[config.mk]
export PLATFORM = sky130hd
export DESIGN_NAME = uart_tx_scheduler
export DESIGN_NICKNAME = d
export VERILOG_FILES = /design/src/rtl/uart_tx_scheduler_pkg.sv /design/src/rtl/uart_tx_scheduler_rr_arbiter.sv /design/src/rtl/uart_tx_scheduler.sv
export SDC_FILE = /design/constraint.sdc
export NUM_CORES = 1
export LEC_CHECK = 0
export CAP_MARGIN = 20
export CORE_MARGIN = 2
export CORE_UTILIZATION = 40
export DETAILED_ROUTE_END_ITERATION = 6
export PLACE_DENSITY = 0.79
export SYNTH_ARGS = -nofsm -noshare
export SYNTH_HDL_FRONTEND = slang
export SYNTH_HIERARCHICAL = 1
export SYNTH_SLANG_ARGS = --single-unit
[constraint.sdc]
create_clock -name src_clk -period 1.81 [get_ports src_clk]
set_input_delay 0.181 -clock src_clk [delete_from_list [all_inputs] [get_ports src_clk]]
set_output_delay 0.181 -clock src_clk [all_outputs]
set_load 0.05 [all_outputs]
[src/rtl/uart_tx_scheduler_pkg.sv]
// Shared constants, FSM encoding and baud-code helper for the UART TX scheduler.
package uart_tx_scheduler_pkg;

   localparam int unsigned CLK_HZ = 50_000_000;
   localparam int unsigned WD_W   = 17;

   localparam logic [1:0] BAUD_9600   = 2'b00;
   localparam logic [1:0] BAUD_57600  = 2'b01;
   localparam logic [1:0] BAUD_115200 = 2'b10;

   typedef enum logic [1:0] {
      ST_IDLE      = 2'd0,
      ST_ACCEPT    = 2'd1,
      ST_START     = 2'd2,
      ST_WAIT_DONE = 2'd3
   } sched_state_e;

   // Reserved code 11 falls back to the slowest rate.
   function automatic logic [1:0] map_baud(input logic [1:0] sel);
      case (sel)
         BAUD_57600:  return BAUD_57600;
         BAUD_115200: return BAUD_115200;
         default:     return BAUD_9600;
      endcase
   endfunction

endpackage

[src/rtl/uart_tx_scheduler_rr_arbiter.sv]
// Combinational round-robin pick: first valid index at or after ptr_i, wrapping.
module uart_tx_scheduler_rr_arbiter #(
   parameter int unsigned N  = 4,
   parameter int unsigned IW = $clog2(N)
) (
   input  logic [N-1:0]  valid_i,
   input  logic [IW-1:0] ptr_i,
   output logic [IW-1:0] grant_o,
   output logic          any_valid_o
);

   logic        found;
   int unsigned idx;

   always_comb begin
      grant_o = '0;
      found   = 1'b0;
      idx     = 0;
      for (int unsigned off = 0; off < N; off++) begin
         idx = (32'(ptr_i) + off) % N;
         if (!found && valid_i[IW'(idx)]) begin
            grant_o = IW'(idx);
            found   = 1'b1;
         end
      end
      any_valid_o = found;
   end

endmodule

[src/rtl/uart_tx_scheduler.sv]
// Round-robin scheduler sharing one UART transmitter among N_REQ byte producers.
// Optional watchdog on the TX core enabled by UART_TX_SCHED_TIMEOUT_EN.
module uart_tx_scheduler
   import uart_tx_scheduler_pkg::*;
#(
   parameter int unsigned N_REQ       = 4,
   parameter int unsigned DATA_W      = 8,
   parameter int unsigned TIMEOUT_CYC = 65536
) (
   input  logic                      src_clk,
   input  logic                      rst_n,
   input  logic [N_REQ-1:0]          req_valid,
   input  logic [N_REQ*DATA_W-1:0]   req_data,
   output logic [N_REQ-1:0]          req_ready,
   input  logic [1:0]                baud_sel,
   output logic                      tx_start,
   output logic [DATA_W-1:0]         tx_data,
   output logic [1:0]                tx_baud_sel,
   input  logic                      tx_done,
   output logic [$clog2(N_REQ)-1:0]  grant_id,
   output logic                      active,
   output logic                      timeout_err
);

   localparam int unsigned GW = $clog2(N_REQ);

   if (N_REQ < 2 || N_REQ > 8 || TIMEOUT_CYC < 2 || TIMEOUT_CYC > (1 << WD_W)) begin : g_cfg_err
      $error("uart_tx_scheduler: unsupported parameter set");
   end

   sched_state_e        state_q, state_d;
   logic [GW-1:0]       ptr_q, ptr_d;
   logic [GW-1:0]       grant_q, grant_d;
   logic [DATA_W-1:0]   data_q, data_d;
   logic [1:0]          baud_q, baud_d;
   logic [N_REQ-1:0]    ready_q, ready_d;
   logic                start_q, start_d;
   logic                active_q, active_d;
   logic [GW-1:0]       arb_grant;
   logic                arb_any;
   logic [GW-1:0]       ptr_next;

`ifdef UART_TX_SCHED_TIMEOUT_EN
   localparam logic [WD_W-1:0] WD_LAST = WD_W'(TIMEOUT_CYC - 1);
   logic [WD_W-1:0]     wd_cnt_q, wd_cnt_d;
   logic                err_q, err_d;
`endif

   uart_tx_scheduler_rr_arbiter #(.N(N_REQ), .IW(GW)) u_arb (
      .valid_i     (req_valid),
      .ptr_i       (ptr_q),
      .grant_o     (arb_grant),
      .any_valid_o (arb_any)
   );

   assign ptr_next = (grant_q == GW'(N_REQ - 1)) ? '0 : grant_q + GW'(1);

   always_ff @(posedge src_clk or negedge rst_n) begin
      if (!rst_n) begin
         state_q  <= ST_IDLE;
         ptr_q    <= '0;
         grant_q  <= '0;
         data_q   <= '0;
         baud_q   <= '0;
         ready_q  <= '0;
         start_q  <= 1'b0;
         active_q <= 1'b0;
`ifdef UART_TX_SCHED_TIMEOUT_EN
         wd_cnt_q <= '0;
         err_q    <= 1'b0;
`endif
      end else begin
         state_q  <= state_d;
         ptr_q    <= ptr_d;
         grant_q  <= grant_d;
         data_q   <= data_d;
         baud_q   <= baud_d;
         ready_q  <= ready_d;
         start_q  <= start_d;
         active_q <= active_d;
`ifdef UART_TX_SCHED_TIMEOUT_EN
         wd_cnt_q <= wd_cnt_d;
         err_q    <= err_d;
`endif
      end
   end

   // Next-state and registered-output decode; byte and baud latch only on grant.
   always_comb begin
      state_d  = state_q;
      ptr_d    = ptr_q;
      grant_d  = grant_q;
      data_d   = data_q;
      baud_d   = baud_q;
      ready_d  = '0;
      start_d  = 1'b0;
      active_d = active_q;
`ifdef UART_TX_SCHED_TIMEOUT_EN
      wd_cnt_d = wd_cnt_q;
      err_d    = err_q;
`endif
      case (state_q)
         ST_IDLE: begin
            if (arb_any) begin
               grant_d            = arb_grant;
               data_d             = req_data[32'(arb_grant)*DATA_W +: DATA_W];
               baud_d             = map_baud(baud_sel);
               ready_d[arb_grant] = 1'b1;
               active_d           = 1'b1;
               state_d            = ST_ACCEPT;
            end
         end
         ST_ACCEPT: begin
            start_d = 1'b1;
            state_d = ST_START;
         end
         ST_START: begin
            state_d = ST_WAIT_DONE;
`ifdef UART_TX_SCHED_TIMEOUT_EN
            wd_cnt_d = '0;
`endif
         end
         ST_WAIT_DONE: begin
            if (tx_done) begin
               state_d  = ST_IDLE;
               ptr_d    = ptr_next;
               active_d = 1'b0;
            end
`ifdef UART_TX_SCHED_TIMEOUT_EN
            else if (wd_cnt_q == WD_LAST) begin
               state_d  = ST_IDLE;
               ptr_d    = ptr_next;
               active_d = 1'b0;
               err_d    = 1'b1;
            end else begin
               wd_cnt_d = wd_cnt_q + WD_W'(1);
            end
`endif
         end
         default: state_d = ST_IDLE;
      endcase
   end

   assign req_ready   = ready_q;
   assign tx_start    = start_q;
   assign tx_data     = data_q;
   assign tx_baud_sel = baud_q;
   assign grant_id    = grant_q;
   assign active      = active_q;
`ifdef UART_TX_SCHED_TIMEOUT_EN
   assign timeout_err = err_q;
`else
   assign timeout_err = 1'b0;
`endif

endmodule

==> key figures <==
Clock tree
  – Clock Path Buffers: 2
  – CTS resizes: 0
  – # hold bufs at CTS: 0
  – Post-CTS Setup Repair Bufs: 0
  – CTS Buf Count: 3
  – CTS tree: yes
  – Root Buffer: clkbuf_4
  – Clock sink count: 22
  – Clk Latency, worst-skew pair: 300 ps
  – Worst-path clk slew: 120 ps
  – Htree depth: 1

Die
  – Die height: 59.8 microns
  – Die W: 59.8 microns
  – # rows: 20
  – Die footprint: 3580 sq um
  – Placeable Area: 3000 sq um
  – Starting density of the core: 0.415
  – # IOs: 60

Synthesis
  – Syn avg cell area: 10.8 sq um
  – Number of distinct library cells after synthesis: 28
  – Synth top area share: 0.441
  – Main flop type after synthesis: dfrtp_1
  – Post-synth ARST share: 1.00
  – Ys Warns: 6
  – Synth area leader: dfrtp_1
  – Synthesized area: 1250 sq um
  – Post-synth EDFFs: 0
  – FF+latch count, synth: 22
  – Post-Synthesis Net Count: 162
  – Synth Instances: 115
  – Seq/Total Area, Yosys: 0.441
  – Largest cells by area after synthesis: dfrtp_1, mux2i_1, o221ai_2

Worst setup path
  – Critical Path AT: 1540 ps
  – Top delay family on crit path: buffers and inverters
  – R2r setup slk: 130 ps
  – Worst Setup End Kind: output pin
  – Worst path max stage delay: 820 ps
  – Worst reg2reg path depth: 6
  – CP endpoint: grant_id[0]
  – Critical path depth in cells: 1
  – Kind of critical path: reg -> out
  – WP buf/inv: 1
  – Reg-to-Reg Start: ptr_q[1]$_DFFE_PN0P_
  – Critical path peak fanout: 4
  – Beginning of the critical path: grant_id[0]$_DFFE_PN0P_
  – Slowest stage cell, crit path: clkdlybuf4s50_1
  – Required time worst endpoint: 1630 ps
  – Worst R2R End: tx_data[7]$_DFFE_PN0P_
  – Worst-path cell chain: clkdlybuf4s50_1
  – Critical Path Start Type: flop

STA
  – RSZ-0062 raised after global routing: false
  – Skew final: 2.66 ps
  – Crit path time final: 1720 ps
  – Worst slew margin: 0.660
  – Final worst-path cycle share: 0.949
  – Hold_ws: 206 ps
  – PnR worst setup slack: 92.3 ps
  – Final Max Slew Viols: 0
  – Fin Setup TNS: 0 ps
  – Worst slew pin tran: 509 ps
  – Fmax: 0.582 GHz
  – Final setup vio count: 0
  – Final-report hold violation count: 0

Drt
  – Post-route ant nets: 0
  – Drt total wl: 3130 microns
  – Drc violations: 0
  – Initial DRC Count: 39
  – Pre-Repair DR Iteration Count: 4
  – Average vias per placed instance: 5.18
  – Wire per inst: 14.4 microns
  – Via count: 1123

Placement
  – Dpl cells: 213
  – Routability cong.: 0.789
  – IO Port Bufs: 58
  – Placement Setup Slack: -156 ps
  – Area after DPL: 1940 sq um
  – Hpwl dp: 2600 microns

GRT
  – Vias in the first global route: 1136
  – GRT overflow: 0
  – First-pass GRT wire length: 4900 microns
  – Antenna violations before repair: 0
  – Global-route usage over all layers: 0.181
  – Largest net degree at the start of global routing: 23

Final layout
  – Multi-input logic area: 634 sq um
  – Utilization after layout: 0.660
  – Commonest cells after routing, fill and taps aside: clkdlybuf4s50_1, dfrtp_1, nand2_1, mux2i_1, buf_4
  – FF+latch area: 551 sq um
  – Diodes inserted: 0
  – Post-route insts no fill: 217
  – Fin nets: 232
  – Commonest non-fill, non-tap cell in the layout: clkdlybuf4s50_1
  – Filler instances: 253
  – Share of cells above drive strength 1: 0.174
  – Area growth from synthesis to layout: 59.0%
  – Fin area: 1980 sq um

Power
  – Worst VDD drop: 0.926 mV
  – Reg power frac: 0.267
  – Clock Power Share: 0.084
  – Int Pwr: 1.68 mW
  – Pwr Density: 1620 nW/um^2
  – Overall power: 3.21 mW
  – Sw Ratio: 0.475
  – Combinational fraction of design power: 0.649
  – Static Leak: 0.874 nW
  – Psw: 1.53 mW

Job
  – Max Cap Violations: 0

Worst hold path
  – Min-delay worst type: in -> async

Status
  – Status: finished clean
==> power groups by stage <==
stage | registers [mW] | clock network [mW] | logic (mW)
after floorplan | 1.44 | 0 | 0.793
after global placement | 0.866 | 0 | 2.03
after detailed placement | 0.867 | 0 | 2.09
after CTS | 0.859 | 0.278 | 2.10
after global routing | 0.886 | 0.304 | 2.24
final | 0.856 | 0.271 | 2.08
==> sequential cells by signal, indices dropped and copies added, names as in the netlist <==
register,count
active,1
grant_id,2
ptr_q,2
req_ready,4
state_q,2
tx_baud_sel,2
tx_data,8
tx_start,1
==> per-layer routing <==
metal	vias to the layer above	part of all wire	wire, microns	track usage
met5	-	0	0	0
met4	0	0.0080	25	0.0444
met3	4	0.085	265	0.0411
met2	58	0.49	1530	0.314
met1	517	0.42	1320	0.228
li1	544	-	-	-
==> Yosys cell counts (2+ instances only) <==
| cell | instances |
|---|---|
| nor3b_1 | 2 |
| buf_2 | 2 |
| inv_1 | 9 |
| nand2_1 | 16 |
| nand2b_1 | 3 |
| ha_1 | 6 |
| o21ai_0 | 4 |
| dfrtp_1 | 22 |
| nor2_1 | 3 |
| mux2i_1 | 17 |
| a21oi_1 | 5 |
| mux2_2 | 3 |
| o221ai_2 | 8 |
==> final cells by class <==
| cell class | count | area share |
|---|---|---|
| timing repair buffer | 70 | 0.344 |
| multi-input combinational | 78 | 0.320 |
| tap | 33 | 0.0208 |
| inverter | 10 | 0.0189 |
| sequential | 22 | 0.278 |
| clock buffer | 4 | 0.0183 |
==> worst min path at each step <==
stage,end
after global placement,tx_baud_sel[1]$_DFFE_PN0P_
after floorplan,active$_DFFE_PN0P_
after global routing,req_ready[0]$_DFF_PN0_
final,tx_baud_sel[0]$_DFFE_PN0P_
after detailed placement,tx_data[2]$_DFFE_PN0P_
after CTS,req_ready[1]$_DFF_PN0_
==> kinds of logic (layout without fill, tap and decap cells) <==
| kind of cell | count (synthesis) | in the layout | share of synthesized area |
|---|---|---|---|
| buf+inv | 15 | 84 | 0.0562 |
| compound gates | 22 | 22 | 0.166 |
| simple gates | 29 | 29 | 0.110 |
| other cells | 1 | 1 | 0.00301 |
| flops | 22 | 22 | 0.441 |
| mux | 20 | 20 | 0.163 |
| fa+ha+maj | 6 | 6 | 0.0602 |
Power figures use the tool's default switching activity.
